<file path="config.mk">
export PLATFORM = sky130hd
export DESIGN_NAME = sap1_controller_sequencer
export DESIGN_NICKNAME = d
export VERILOG_FILES = /design/src/rtl/sap1_controller_sequencer.sv
export SDC_FILE = /design/constraint.sdc
export NUM_CORES = 1
export LEC_CHECK = 0
export BUFFER_PORTS_ARGS = -buffer_cell sky130_fd_sc_hd__buf_4
export CAP_MARGIN = 10
export CORE_AREA = 2 2 39 41
export CTS_BUF_LIST = sky130_fd_sc_hd__clkbuf_4
export CTS_CLUSTER_SIZE = 14
export DETAILED_ROUTE_END_ITERATION = 6
export DIE_AREA = 0 0 41 43
export PLACE_DENSITY = 0.73
export SLEW_MARGIN = 10
export SYNTH_ARGS = -nofsm -noshare
export SYNTH_HDL_FRONTEND = slang
export SYNTH_SLANG_ARGS = --single-unit
</file>
<file path="constraint.sdc">
create_clock -name CLK -period 1.9 [get_ports CLK]
set_clock_uncertainty 0.15 [all_clocks]
set_input_delay 0.38 -clock CLK [delete_from_list [all_inputs] [get_ports CLK]]
set_output_delay 0.38 -clock CLK [all_outputs]
set_load 0.005 [all_outputs]
</file>
<file path="src/rtl/sap1_controller_sequencer.sv">
// sap1_controller_sequencer: SAP-1 T-state ring counter, step/run sequencing, halt and control decode
module sap1_controller_sequencer (
  input  logic       CLK,
  input  logic       CLR,
  input  logic [3:0] opcode,
  input  logic       run,
  input  logic       step,
  output logic [5:0] t_state,
  output logic       Cp,
  output logic       Ep,
  output logic       Lm_bar,
  output logic       CE_bar,
  output logic       Li_bar,
  output logic       Ei_bar,
  output logic       La_bar,
  output logic       Ea,
  output logic       Su,
  output logic       Eu,
  output logic       Lb_bar,
  output logic       Lo_bar,
  output logic       HLT
);
  localparam logic [3:0] OP_LDA = 4'h0;
  localparam logic [3:0] OP_ADD = 4'h1;
  localparam logic [3:0] OP_SUB = 4'h2;
  localparam logic [3:0] OP_OUT = 4'hE;
  localparam logic [3:0] OP_HLT = 4'hF;
  localparam logic [5:0] T1 = 6'b000001;
  logic step_q, halt_now, adv, en;
  logic lda, add, sub, out, mem_ref, arith;
  assign lda      = opcode == OP_LDA;
  assign add      = opcode == OP_ADD;
  assign sub      = opcode == OP_SUB;
  assign out      = opcode == OP_OUT;
  assign mem_ref  = lda | add | sub;
  assign arith    = add | sub;
  assign halt_now = ~HLT & t_state[3] & (opcode == OP_HLT);
  assign adv      = ~HLT & ~halt_now & (run | (step & ~step_q));
  assign en       = ~CLR & ~HLT;
  // Ring counter advances on run or a step rising edge; halting freezes it at T4
  always_ff @(posedge CLK or posedge CLR)
    if (CLR) begin
      t_state <= T1;
      HLT     <= 1'b0;
      step_q  <= 1'b0;
    end else begin
      step_q  <= step;
      HLT     <= HLT | halt_now;
      t_state <= adv ? {t_state[4:0], t_state[5]} : t_state;
    end
  // Control lines decoded from T-state and opcode, all forced inactive in reset or halt
  always_comb begin
    Cp     = en & t_state[1];
    Ep     = en & t_state[0];
    Lm_bar = ~(en & (t_state[0] | (t_state[3] & mem_ref)));
    CE_bar = ~(en & (t_state[2] | (t_state[4] & mem_ref)));
    Li_bar = ~(en & t_state[2]);
    Ei_bar = ~(en & t_state[3] & mem_ref);
    La_bar = ~(en & ((t_state[4] & lda) | (t_state[5] & arith)));
    Ea     = en & t_state[3] & out;
    Su     = en & t_state[5] & sub;
    Eu     = en & t_state[5] & arith;
    Lb_bar = ~(en & t_state[4] & arith);
    Lo_bar = ~(en & t_state[3] & out);
  end
endmodule

</file>
==> results.sh <==
export IMPL_pwr_share_comb_pct=10.0
export IMPL_dieHeight_um=43
export IMPL_area_growth_pct=65.8
export IMPL_design_die_area_um2=1760
export IMPL_ant_nets=0
export IMPL_period_share_pct=102
export IMPL_routabilityCongestion=0.681
export IMPL_violations="setup timing"
export IMPL_synth_fp_nets=48
export IMPL_yosysWarnings=0
export IMPL_required_ps=1370
export IMPL_yosys_area_top_type_share_pct=38.3
export IMPL_die_w_um=41
export IMPL_final_util_pct=54.9
export IMPL_synth_seq_area_share_pct=44.0
export IMPL_power_frac_clock_pct=41.6
export IMPL_antenna_cells=0
export IMPL_clk_latency_ps=250
export IMPL_hold_viol_final=0
export IMPL_final_area_um2=759
export IMPL_drt_iter0_markers=2
export IMPL_cts_tree="built"
export IMPL_final_max_slew_violation_count=0
export IMPL_p_per_area_nw_per_um2=469
export IMPL_cap_violations=0
export IMPL_crit_type="input port to primary output"
export IMPL_internal_power_w=0.000285
export IMPL_crit_arrival_ps=1400
export IMPL_start_kind="input port"
export IMPL_vias_per_cell=4.84
export IMPL_syn_area_um2=458
export IMPL_p_leak_nw=0.365
export IMPL_r2r_cells=4
export IMPL_p_seq_share_pct=48.3
export IMPL_grt_total_usage_pct=13.8
export IMPL_initial_utilization_pct=33.1
export IMPL_peakVddDrop_mv=0.359
export IMPL_io_pins=27
export IMPL_cts_sinks=8
export IMPL_slew_headroom_pct=77.4
export IMPL_cts_inserted_buffers=3
export IMPL_antenna_found_initial=0
export IMPL_first_pass_iters=2
export IMPL_holdPathStages=1
export IMPL_rr_startpoint="t_state[3]"
export IMPL_vias=436
export IMPL_syn_inst=40
export IMPL_max_freq_mhz=518
export IMPL_grt_pass1_vias=402
export IMPL_drc=0
export IMPL_critical_path_max_fanout=2
export IMPL_hold_class="input port to flip-flop"
export IMPL_placed_cell_area_um2=688
export IMPL_setup_worst_path_start="opcode[0]"
export IMPL_cts_buffer_depth=2
export IMPL_sw_frac_of_total_pct=19.9
export IMPL_final_cell_mix="buf_4 (25), mux2_2 (6), dfrtp_1 (6)"
export IMPL_cts_root_buf="clkbuf_4"
export IMPL_finalWorstPathRequiredPeriod_ps=1930
export IMPL_fp_row_count=14
export IMPL_hold_start="step"
export IMPL_synth_area_leaders="dfrtp_1 (38%), mux2_2 (15%), dfstp_2 (5.7%)"
export IMPL_setup_violations=2
export IMPL_ys_types=20
export IMPL_ys_seq_elements=8
export IMPL_tightest_slew_ps=336
export IMPL_syn_avg_cell_area_um2=11.4
export IMPL_final_common_cell="buf_4"
export IMPL_rsz0062_at_grt="yes"
export IMPL_drt_total_wl_mm=1.07
export IMPL_numPortBuffers=26
export IMPL_finalNetCount=83
export IMPL_core_area_um2=1380
export IMPL_gr_total_overflow=0
export IMPL_clkTransAtPathRegs_ps=60
export IMPL_worst_slack_ps=-30.4
export IMPL_yosys_area_top_type="dfrtp_1"
export IMPL_outcome="complete, but fails checks"
export IMPL_dpl_hpwl_um=854
export IMPL_route_detailed_wl_per_inst_um=11.9
export IMPL_grt_pass1_wl_mm=1.61
export IMPL_grt_start_max_net_pins=9
export IMPL_drive_gt1_share_pct=62.2
export IMPL_n_fill_cell=117
export IMPL_cp_end_kind="primary output"
export IMPL_p_sw_w=0.0000710
export IMPL_htreeDepth=1
path summary, 6_finish.rpt:
check | endpoint | slack, ps
min in group asynchronous | t_state[2] | 530
min reg2reg | t_state[2] | 400
max in group asynchronous | t_state[0] | 790
max | Ea | -30
max reg2reg | t_state[5] | 390
min | step_q | 100
kinds of logic after synthesis:
group / count (synthesis) / synth area share (%)
multiplexers: 6 / 14.8
buffers and inverters: 3 / 2.46
AND/OR/NAND/NOR: 18 / 27.0
AO/OA/AOI/OAI: 4 / 9.84
XOR/XNOR: 1 / 1.91
flip-flops: 8 / 44.0
registers in the layout, indices dropped and copies added, names as in the netlist:
register,flops
t_state,6
HLT,1
step_q,1
metal layers:
layer / track usage [%] / vias up / share of wire, % / wire (um)
met2: 21.6 / 23 / 45 / 485
li1: - / 209 / - / -
met4: 10.0 / 0 / 0.94 / 10
met3: 4.71 / 2 / 14 / 146
met1: 14.4 / 202 / 40 / 425
met5: 0 / - / 0 / 0
power by group through the flow:
stage | Combinational (W) | Clock, W | Sequential, W
after floorplan | 0.0000102 | 0 | 0.000175
after global routing | 0.0000377 | 0.000159 | 0.000172
final | 0.0000357 | 0.000148 | 0.000172
after CTS | 0.0000352 | 0.000156 | 0.000172
after detailed placement | 0.0000297 | 0 | 0.000175
after global placement | 0.0000288 | 0 | 0.000175
synthesized netlist by cell type:
library cell / count
dfrtp_1: 7
mux2_2: 6
nand2_1: 3
nor2_1: 3
nor2b_1: 3
and2_1: 2
inv_1: 2
o21ai_0: 2
a32oi_1: 1
dfstp_2: 1
inv_2: 1
nand3_1: 1
nand3_2: 1
nand3b_1: 1
nor3b_1: 1
nor4_4: 1
o221ai_4: 1
or2b_1: 1
or4_4: 1
xnor2_1: 1
worst max-delay path, cell delays in order:
cell and delay [ps]:
buf_8 90, or2b_1 230, or4_4 550, inv_2 70, buf_6 80
cell type report:
cell class              instances  area [um2]  share of cell area, %
inverters                       3        11.3                   1.48
well taps                      16        20.0                   2.64
multi-input cells              29         245                   32.3
flip-flops and latches          8         203                   26.7
repair buffers                 30         250                   32.9
clock buffers                   4        30.0                   3.95
timing repair:
action | 4_1_cts | 5_1_grt
hold buffers | 1 | 0
pin swaps | 2 | 1
buffers inserted | 1 | 0
gates cloned | 0 | 0
endpoints found under the setup margin | 9 | 5
hold endpoints to repair | 7 | 0
resized for setup | 6 | 1
stage by stage:
stage	setup slack (ps)	hold slack, ps	TNS (ps)	total power [W]	instances
6_report	-30.4	95.1	-44.3	0.000356	90
4_1_cts	-33.2	84.0	-64.5	0.000363	90
2_1_floorplan	280	44.9	0	0.000185	40
3_3_place_gp	60.5	229	0	0.000204	84
5_1_grt	-63.7	84.6	-189	0.000369	90
3_5_place_dp	52.3	232	0	0.000205	84
(Power assumes the default switching activity.)
